--- config.mk ---
export PLATFORM = sky130hd
export DESIGN_NAME = keypad_scanner_flat
export DESIGN_NICKNAME = d
export VERILOG_FILES = /design/src/rtl/keypad_scanner_if.sv /design/src/rtl/keypad_scanner.sv /design/src/flat_wrapper.sv
export SDC_FILE = /design/constraint.sdc
export NUM_CORES = 1
export LEC_CHECK = 0
export ABC_AREA = 1
export ABC_CLOCK_PERIOD_IN_PS = 2520
export CORE_MARGIN = 8
export CORE_UTILIZATION = 27
export DETAILED_ROUTE_END_ITERATION = 8
export SYNTH_ARGS = -nofsm -noshare
export SYNTH_HDL_FRONTEND = slang
export SYNTH_SLANG_ARGS = --single-unit
export TNS_END_PERCENT = 5
--- constraint.sdc ---
create_clock -name clk -period 2.52 [get_ports clk]
set_input_delay 0.504 -clock clk [delete_from_list [all_inputs] [get_ports clk]]
set_output_delay 0.504 -clock clk [all_outputs]
set_load 0.01 [all_outputs]
--- src/rtl/keypad_scanner_if.sv ---
// Keypad pin and key-event bundle shared by the scanner and whatever sits on the
// board side (pins, bench model) or consumes the decoded key events.
interface keypad_scanner_if;
    logic [3:0] row;
    logic [3:0] col;
    logic [3:0] key_code;
    logic       key_valid;
    logic       key_release;
    logic       key_held;

    modport master (
        input  row,
        output col, key_code, key_valid, key_release, key_held
    );

    modport slave (
        output row,
        input  col, key_code, key_valid, key_release, key_held
    );
endinterface

--- src/rtl/keypad_scanner.sv ---
// 4x4 matrix keypad scanner: walks an active-low column strobe, assembles a full
// scan, classifies it and debounces presses/releases into one-cycle key events.
module keypad_scanner #(
    parameter int SCAN_TICKS     = 100000,
    parameter int DEBOUNCE_SCANS = 5
) (
    input  logic              clk,
    input  logic              rst,
    keypad_scanner_if.master  kp
);

    localparam int DW = $clog2(SCAN_TICKS);
    localparam int CW = $clog2(DEBOUNCE_SCANS + 1);

    // Hex legend indexed by {row, col}; nibble 0 is the top-left key.
    localparam logic [63:0] KEY_MAP = 64'hDEF0_C987_B654_A321;

    typedef enum logic [1:0] {RES_NONE, RES_KEY, RES_MULTI} res_kind_t;
    typedef enum logic [1:0] {IDLE, PRESS_PEND, HELD, RELEASE_PEND} state_t;

    logic [3:0]    row_meta, row_sync;
    logic [DW-1:0] dwell_q;
    logic [1:0]    column_q;
    logic [15:0]   scan_vec_q;
    logic          last_tick;

    // NOTE: every flop uses <= so all registers sample pre-edge values together;
    // a blocking = here would let later statements see this edge's new values.
    always_ff @(posedge clk) begin
        if (rst) begin
            row_meta <= '1;
            row_sync <= '1;
        end else begin
            row_meta <= kp.row;
            row_sync <= row_meta;
        end
    end

    assign last_tick = (dwell_q == DW'(SCAN_TICKS - 1));

    // NOTE: the scan vector is plain flops, not RAM, so it can and must be reset
    // to all ones; otherwise the first scan after reset could see phantom keys.
    always_ff @(posedge clk) begin
        if (rst) begin
            dwell_q    <= '0;
            column_q   <= '0;
            scan_vec_q <= '1;
        end else if (last_tick) begin
            dwell_q                        <= '0;
            column_q                       <= column_q + 2'd1;
            scan_vec_q[{column_q, 2'b00} +: 4] <= row_sync;
        end else begin
            dwell_q <= dwell_q + DW'(1);
        end
    end

    // Classification sees column 3 straight from the synchronizer so the result
    // can be registered on the same edge that would capture it.
    logic [15:0] full_vec;
    logic [1:0]  zero_cnt;
    logic [3:0]  zero_pos;

    assign full_vec = {row_sync, scan_vec_q[11:0]};

    // NOTE: outputs of always_comb get a default before any branch; a path that
    // leaves one unassigned would infer a latch.
    always_comb begin
        zero_cnt = 2'd0;
        zero_pos = 4'd0;
        for (int i = 0; i < 16; i++) begin
            if (!full_vec[i]) begin
                zero_cnt = (zero_cnt == 2'd0) ? 2'd1 : 2'd2;
                zero_pos = 4'(i);
            end
        end
    end

    res_kind_t  res_kind_q;
    logic [3:0] res_key_q;
    logic       res_valid_q;

    always_ff @(posedge clk) begin
        if (rst) begin
            res_kind_q  <= RES_NONE;
            res_key_q   <= '0;
            res_valid_q <= 1'b0;
        end else begin
            res_valid_q <= last_tick && (column_q == 2'd3);
            if (last_tick && (column_q == 2'd3)) begin
                res_kind_q <= (zero_cnt == 2'd0) ? RES_NONE :
                              (zero_cnt == 2'd1) ? RES_KEY  : RES_MULTI;
                // Scan bit position is col*4+row; the legend is indexed by {row, col}.
                res_key_q  <= KEY_MAP[{zero_pos[1:0], zero_pos[3:2], 2'b00} +: 4];
            end
        end
    end

    state_t        state_q, state_d;
    logic [3:0]    cand_q, cand_d;
    logic [3:0]    code_q, code_d;
    logic [CW-1:0] cnt_q, cnt_d, cnt_inc;
    logic          valid_q, valid_d;
    logic          release_q, release_d;
    logic          is_key;

    assign is_key  = (res_kind_q == RES_KEY);
    assign cnt_inc = (cnt_q == CW'(DEBOUNCE_SCANS)) ? cnt_q : cnt_q + CW'(1);

    always_ff @(posedge clk) begin
        if (rst) begin
            state_q   <= IDLE;
            cand_q    <= '0;
            code_q    <= '0;
            cnt_q     <= '0;
            valid_q   <= 1'b0;
            release_q <= 1'b0;
        end else begin
            state_q   <= state_d;
            cand_q    <= cand_d;
            code_q    <= code_d;
            cnt_q     <= cnt_d;
            valid_q   <= valid_d;
            release_q <= release_d;
        end
    end

    always_comb begin
        state_d   = state_q;
        cand_d    = cand_q;
        code_d    = code_q;
        cnt_d     = cnt_q;
        valid_d   = 1'b0;
        release_d = 1'b0;
        if (res_valid_q) begin
            unique case (state_q)
                IDLE: begin
                    if (is_key) begin
                        state_d = PRESS_PEND;
                        cand_d  = res_key_q;
                        cnt_d   = CW'(1);
                    end
                end
                PRESS_PEND: begin
                    if (is_key && res_key_q == cand_q) begin
                        cnt_d = cnt_inc;
                        if (cnt_inc == CW'(DEBOUNCE_SCANS)) begin
                            state_d = HELD;
                            code_d  = cand_q;
                            valid_d = 1'b1;
                        end
                    end else if (is_key) begin
                        cand_d = res_key_q;
                        cnt_d  = CW'(1);
                    end else begin
                        state_d = IDLE;
                    end
                end
                HELD: begin
                    if (!(is_key && res_key_q == code_q)) begin
                        state_d = RELEASE_PEND;
                        cnt_d   = CW'(1);
                    end
                end
                RELEASE_PEND: begin
                    if (is_key && res_key_q == code_q) begin
                        state_d = HELD;
                    end else begin
                        cnt_d = cnt_inc;
                        if (cnt_inc == CW'(DEBOUNCE_SCANS)) begin
                            state_d   = IDLE;
                            release_d = 1'b1;
                        end
                    end
                end
                default: state_d = IDLE;
            endcase
        end
    end

    assign kp.col         = ~(4'b0001 << column_q);
    assign kp.key_code    = code_q;
    assign kp.key_valid   = valid_q;
    assign kp.key_release = release_q;
    assign kp.key_held    = (state_q == HELD) || (state_q == RELEASE_PEND);

endmodule

--- src/flat_wrapper.sv ---
// flat-port wrapper written by rule: the top's interface ports become plain ports
module keypad_scanner_flat 
#(
    parameter int SCAN_TICKS     = 100000,
    parameter int DEBOUNCE_SCANS = 5
)
  (clk, rst, kp_row, kp_col, kp_key_code, kp_key_valid, kp_key_release, kp_key_held);
  keypad_scanner_if kp_i ();
  input  logic clk;
  input  logic rst;
  input wire logic [$bits(kp_i.row)-1:0] kp_row;
  output wire logic [$bits(kp_i.col)-1:0] kp_col;
  output wire logic [$bits(kp_i.key_code)-1:0] kp_key_code;
  output wire logic [$bits(kp_i.key_valid)-1:0] kp_key_valid;
  output wire logic [$bits(kp_i.key_release)-1:0] kp_key_release;
  output wire logic [$bits(kp_i.key_held)-1:0] kp_key_held;
  assign kp_i.row = kp_row;
  assign kp_col = kp_i.col;
  assign kp_key_code = kp_i.key_code;
  assign kp_key_valid = kp_i.key_valid;
  assign kp_key_release = kp_i.key_release;
  assign kp_key_held = kp_i.key_held;
  keypad_scanner #(.SCAN_TICKS(SCAN_TICKS), .DEBOUNCE_SCANS(DEBOUNCE_SCANS)) u_core (.clk(clk), .rst(rst), .kp(kp_i));
endmodule
==> reports/qor.csv, run 1 <==
metric,value,unit
status,"complete, but fails checks",
violations,setup timing,
finalCritPeriodShare,101,%
power,2.40,mW
antenna_cells,0,
row_count,41,
io_pins,17,
hold_depth,1,
worst_clock_skew,0.00947,ns
hpwlAfterDp,5.69,mm
p_leak,1.87,nW
required,2.73,ns
numCtsBuffers,9,
place_ws,-0.0948,ns
core,12500,µm²
synth_top_flop_cell,dfxtp_1,
ys_top_cells_by_area,"dfxtp_1 36%, nand2_1 10%, inv_1 8.3%",
drv_cap,0,
fin_ws,-0.0183,ns
die_h,128,µm
globalplace.congestion,0.843,
clockBufferDepth,2,
crit_top_cell,nand2_1,
vias,3170,
drt_iter0_drc,160,
slew_viol_final,0,
die_area,16400,µm²
cp_data_arrival_time,2.75,ns
synth_top_area_share,36.0,%
fin_setup_tns,-0.0183,ns
r2r_cells,28,
synth.distinct_cells,41,
crit_path_top_delay_cell,dfxtp_2,
clk_pin_slew,0.05,ns
synthMostInstantiatedCell,nand2_1,
grt_pass1_wl,13.2,mm
fin_area,4190,µm²
ir_worst_vdd,0.000408,V
critPathCaptureType,flop,
wl_per_cell,11.0,µm
grt_usage,9.73,%
die_w,128,µm
synthToLayoutAreaGrowth,23.6,%
overflow,0,
startpoint_type,flop,
insertion_delay,0.33,ns
setup_viol,1,
min_period,2.54,ns
max_freq,394,MHz
yosys_warnings,0,
synth_area_leader_cell,dfxtp_1,
whs,0.408,ns
synthCells,489,
ys_seq_area_share,36.0,%
portBuffers,16,
min_path_type,reg -> reg,
antenna_found_initial,0,
drc,0,
cp_max_fo,4,
grt_setup_unrepaired,yes,
critical_path.max_stage_delay,0.33,ns
initial_core_util,27.2,%
cts_tree,done,
cts_sinks,61,
dr.pass1.iters,4,
final_antenna_net_count,0,
synthArstFlopShare,0,%
max_slew.worst_pin.slew,0.723,ns
synth_edf_count,0,
grt_max_degree,18,
clockRootBuffer,clkbuf_16,
cts_htree_levels,3,
grt_pass1_vias,3069,
drive_gt1_share,14.5,%
synth_area_per_cell,6.93,µm²
crit_type,reg -> reg,
final_nets,534,
p_per_area,573,nW/µm²
postPlaceCellArea,3790,µm²
synth.cell_area,3390,µm²
finalHoldViolCount,0,
syn-num-nets,509,
slew_headroom,51.4,%
viasPerCell,4.59,
routed_wl,7.60,mm
ys_ff_latch,61,
synthTopCellsByCount,"92 x nand2_1, 75 x inv_1, 61 x dfxtp_1, 43 x nor2_1, 35 x nand3_1",
## final timing paths
| kind | from | to | slack [ns] |
|---|---|---|---|
| max | u_core.scan_vec_q[0] | u_core.res_kind_q[0] | -0.02 |
| min | u_core.row_meta[3] | u_core.row_sync[3] | 0.41 |
| max reg2reg | u_core.scan_vec_q[0] | u_core.res_kind_q[0] | -0.02 |
| min reg2reg | u_core.row_meta[3] | u_core.row_sync[3] | 0.41 |
## power by group
group          leakage, nW  switching [mW]  total (mW)  internal (mW)
Sequential           0.493         0.00718       0.983          0.976
Clock                0.163           0.417        1.33          0.915
Combinational         1.22          0.0518      0.0859         0.0341
## metal layers
metal,vias up,track usage [%],wire length (µm),part of all wire [%]
met5,-,0,0,0
met4,0,4.41,174,2.3
met3,13,2.54,238,3.1
met2,42,16.4,3560,47
met1,1450,11.3,3630,48
li1,1665,-,-,-
## what timing repair did
action | in CTS | in global routing
hold buffers | 0 | 0
pin swaps | 2 | 4
resized for setup | 12 | 10
endpoints found under the setup margin | 2 | 13
buffers inserted | 0 | 0
## kinds of logic after synthesis
logic type / synth area share, %
AOI/OAI and AO/OA: 14.4
muxes: 0.664
xor gates and xnor gates: 2.07
and+or+nand+nor: 31.6
DFF: 36.0
buffers and inverters: 10.0
adders and majority gates: 5.17
## layout make-up
cell class / count / area, µm²
Clock buffer: 12 / 256
Clock inverter: 4 / 70.1
Fill cell: 1334 / 8280
Inverter: 80 / 300
Multi-Input combinational cell: 338 / 1900
Sequential cell: 61 / 1220
Tap cell: 172 / 215
Timing Repair Buffer: 24 / 220
## critical path, delay by kind of cell, from the launching register on
kind / cells / cell delay [ns]
AND/OR/NAND/NOR: 23 / 1.67
flip-flops: 1 / 0.33
adder cells (fa/ha/maj): 1 / 0.24
buffers and inverters: 3 / 0.13
AO/OA/AOI/OAI: 1 / 0.04
## placed cells by master, fill, tap and decap left out, types with 2 or more instances in the layout
cell type / instances
o211ai_1: 3
o21ai_0: 34
a21oi_1: 27
nand3_2: 4
xnor2_1: 4
inv_1: 71
clkinv_2: 2
a211oi_1: 2
o221ai_1: 4
nor4_1: 5
buf_4: 8
ha_1: 12
nor2_1: 42
nor2_2: 3
xor2_1: 4
a21oi_2: 2
dfxtp_1: 59
nand2_2: 17
nor3_1: 8
nand2_1: 88
nand4_1: 17
clkinv_1: 2
o2111ai_1: 2
inv_2: 7
or2_2: 8
nand3_1: 32
ha_4: 2
nor3_2: 3
dfxtp_2: 2
bufinv_16: 2
clkbuf_8: 2
nor3b_1: 2
clkbuf_16: 9
clkdlybuf4s50_1: 16
## metrics by stage
| step | instances | util, % |
|---|---|---|
| floorplan | 489 | - |
| global placement | 675 | 30.4 |
| detailed placement | 675 | 30.4 |
| CTS | 691 | 33.3 |
| global route | 691 | 33.6 |
| finish | 691 | 33.6 |
## sequential cells by signal, summed over array words and instances (netlist names)
signal / count
u_core.row_meta: 4
u_core.row_sync: 4
u_core.res_valid_q: 1
u_core.cnt_q: 3
u_core.res_kind_q: 2
u_core.dwell_q: 17
u_core.kp.key_valid: 1
u_core.kp.key_release: 1
u_core.column_q: 2
u_core.state_q: 2
u_core.scan_vec_q: 12
u_core.cand_q: 4
u_core.kp.key_code: 4
u_core.res_key_q: 4
No activity file was read; power rests on OpenSTA's default activity.
==> run 2: changes to the inputs <==
- ABC_AREA: 1 -> default
- CORE_MARGIN: 8 -> 1
==> reports/qor.csv, run 2 <==
metric,value,unit,change
status,"complete, but fails checks",,
violations,setup timing,,
fin_cells,590,,-15%
grt_pass1_vias,2581,,-16%
synth_xor_area_share,7.39,%,+5.3 points
largest-register,u_core.dwell_q,,
dp.cells,574,,-15%
initial_core_util,27.6,%,+0.42 points
crit_type,reg -> reg,,
synthCells,404,,-17%
die_area,12700,µm²,-22%
synth.distinct_cells,57,,+39%
synth_area_leader_cell,dfxtp_1,,
cp_max_fo,5,,+1
numCtsBuffers,9,,unchanged
cp_cell_sequence,inv_2 -> ha_4 -> buf_4 -> nand4bb_1 -> o21a_1 -> a21oi_1 -> o21ai_2 -> buf_4 -> and4b_4 -> o31ai_4 -> a22oi_1 -> or4b_4 -> nor3b_2,,
crit_path_top_delay_cell,or4b_4,,
min_period,2.85,ns,+0.309 ns
synth_top_family_by_area,simple AND/OR/NAND/NOR gates,,
overflow,0,,unchanged
setup_viol,2,,+1
grt_pass1_wl,11.6,mm,-12%
drc,0,,unchanged
antenna_found_initial,0,,unchanged
viasPerCell,4.74,,+3.4%
drv_cap,0,,unchanged
final_nets,458,,-14%
synth_area_per_cell,8.21,µm²,+18%
synthTopCellsByCount,"62 x nor2_1, 61 x dfxtp_1, 40 x nand2_1, 19 x xor2_1, 17 x nor3_1",,
row_count,40,,-2.4%
globalplace.congestion,0.771,,-8.5%
yosys.area_share.simple,27.6,%,-4.0 points
place_ws,-0.302,ns,-0.207 ns
cp_data_arrival_time,3.05,ns,+0.30 ns
grt_usage,11.2,%,+1.5 points
synthMostInstantiatedCell,nor2_1,,
dr.pass1.iters,4,,unchanged
antenna_cells,0,,unchanged
top_regs,"u_core.dwell_q x17, u_core.scan_vec_q x12",,
crit_top_cell,buf_4,,
synthArstFlopShare,0,%,unchanged
die_h,113,µm,-12%
most-common-layout-cells,"62 x nor2_1, 59 x dfxtp_1, 40 x nand2_1",,
synth_top_flop_cell,dfxtp_1,,
drt_iter0_drc,172,,+7.5%
clk_pin_slew,0.05,ns,about the same
insertion_delay,0.32,ns,about the same
wl_per_cell,11.5,µm,+4.2%
p_per_area,564,nW/µm²,-1.5%
cts_tree,done,,
critPathCaptureType,flop,,
cts-hold-fix-buffers,0,,unchanged
ir_worst_vdd,0.000442,V,+8.4%
die_w,113,µm,-12%
core,12000,µm²,-3.6%
drive_gt1_share,15.8,%,+1.4 points
vias,2798,,-12%
finalCritPeriodShare,113,%,+12 points
ys_seq_area_share,36.8,%,+0.79 points
synth_edf_count,0,,unchanged
finalHoldViolCount,0,,unchanged
fin_util,34.5,%,+0.85 points
max_slew.worst_pin.slew,0.561,ns,-0.161 ns
io_pins,17,,unchanged
synth.area.mux_share,3.02,%,+2.4 points
synthToLayoutAreaGrowth,24.8,%,
critPathBufInv,3,,unchanged
hpwlAfterDp,4.97,mm,-13%
slew_headroom,62.2,%,+11 points
mostFrequentLayoutCell,nor2_1,,
syn-num-nets,424,,-17%
clockBufferDepth,2,,unchanged
clockRootBuffer,clkbuf_16,,
grt_setup_unrepaired,yes,,
routed_wl,6.76,mm,-11%
synth_fa_ha_area_share,5.28,%,+0.11 points
p_leak,1.64,nW,-13%
ys_ff_latch,61,,unchanged
final_antenna_net_count,0,,unchanged
min_path_type,reg -> reg,,
cts_htree_levels,3,,unchanged
cp_top_family,simple AND/OR/NAND/NOR gates,,
portBuffers,16,,unchanged
max_freq,351,MHz,-11%
critical_path.max_stage_delay,0.53,ns,+0.20 ns
required,2.72,ns,about the same
grt_max_degree,25,,+7
cts_sinks,61,,unchanged
worst_clock_skew,0.00598,ns,-0.00349 ns
synth-compound-area-share,15.9,%,+1.5 points
synth_top_area_share,36.8,%,+0.79 points
startpoint_type,flop,,
largest_register_ffs,17,,unchanged
slew_viol_final,0,,unchanged
ys_top_cells_by_area,"dfxtp_1 37%, nor2_1 7.0%, ha_1 5.3%",,
yosys_warnings,0,,unchanged
fin_ws,-0.328,ns,-0.309 ns
synth.cell_area,3320,µm²,-2.1%
run 2: changes by cell type in the layout (fill, tap and decap cells not counted), moves of 20 or more:
cell,delta
nand2_1,-48
o21ai_0,-24
inv_1,-56
nor2_1,+20
run 2: metal layers:
layer | global-route usage (%) | vias up | share of wire (%) | routed length, µm
li1 | - | 1470 | - | -
met2 | 18.1 | 40 | 45 | 3060
met3 | 3.00 | 8 | 3.0 | 203
met1 | 14.5 | 1280 | 51 | 3420
met4 | 3.77 | 0 | 1.2 | 81
met5 | 0 | - | 0 | 0
run 2: kinds of logic (layout without fill, tap and decap cells):
| logic type | count (synthesis) | in the layout |
|---|---|---|
| AOI/OAI and AO/OA | 70 | 70 |
| and+or+nand+nor | 187 | 187 |
| xor gates and xnor gates | 28 | 28 |
| adders and majority gates | 14 | 14 |
| buffers and inverters | 34 | 73 |
| muxes | 10 | 10 |
| DFF | 61 | 61 |
run 2: worst paths after layout:
path / startpoint / endpoint / slack (ns) / cells past startpoint
setup / recovery: u_core.scan_vec_q[0] / u_core.res_kind_q[1] / -0.33 / 13
hold / removal: u_core.row_meta[0] / u_core.row_sync[0] / 0.41 / 1
setup reg to reg: u_core.scan_vec_q[0] / u_core.res_kind_q[1] / -0.33 / 13
hold reg to reg: u_core.row_meta[0] / u_core.row_sync[0] / 0.41 / 1
run 2: final cells by class:
type | count | area (µm²)
sequential | 61 | 1220
multi-input combinational | 309 | 2010
fill | 1240 | 7870
inverter | 16 | 60.1
tap | 147 | 184
clock buffer | 13 | 270
clock inverter | 3 | 42.5
timing repair buffer | 41 | 348
run 2: repair_timing:
item / in CTS / in global routing
gates cloned: 0 / 0
pin swaps: 1 / 0
endpoints found under the setup margin: 2 / 3
buffers inserted: 0 / 0
resized for setup: 4 / 3
run 2: through the flow:
stage | setup TNS, ns | hold slack (ns) | area (µm²) | total power [mW]
final | -0.636 | 0.405 | 4140 | 2.34
after global routing | -0.849 | 0.425 | 4140 | 2.42
after CTS | -0.605 | 0.405 | 4130 | 2.36
after detailed placement | -0.584 | 0.393 | 3800 | 1.09
after global placement | -0.477 | 0.394 | 3800 | 1.09
after floorplan | -0.431 | 0.389 | 3340 | 1.06
run 2: report_power, final:
group          internal [mW]  total (mW)  switching (mW)
logic                 0.0390      0.0908          0.0518
clock network          0.844        1.26           0.418
registers              0.976       0.982         0.00678
total                   1.86        2.34           0.476
run 2: worst register-to-register path, delay by kind of cell (launching register included):
kind                       cells  cell delay (ns)
AOI/OAI and AO/OA              5             0.77
adders and majority gates      1             0.23
and+or+nand+nor                4             1.06
buffers and inverters          3             0.32
DFF                            1             0.33
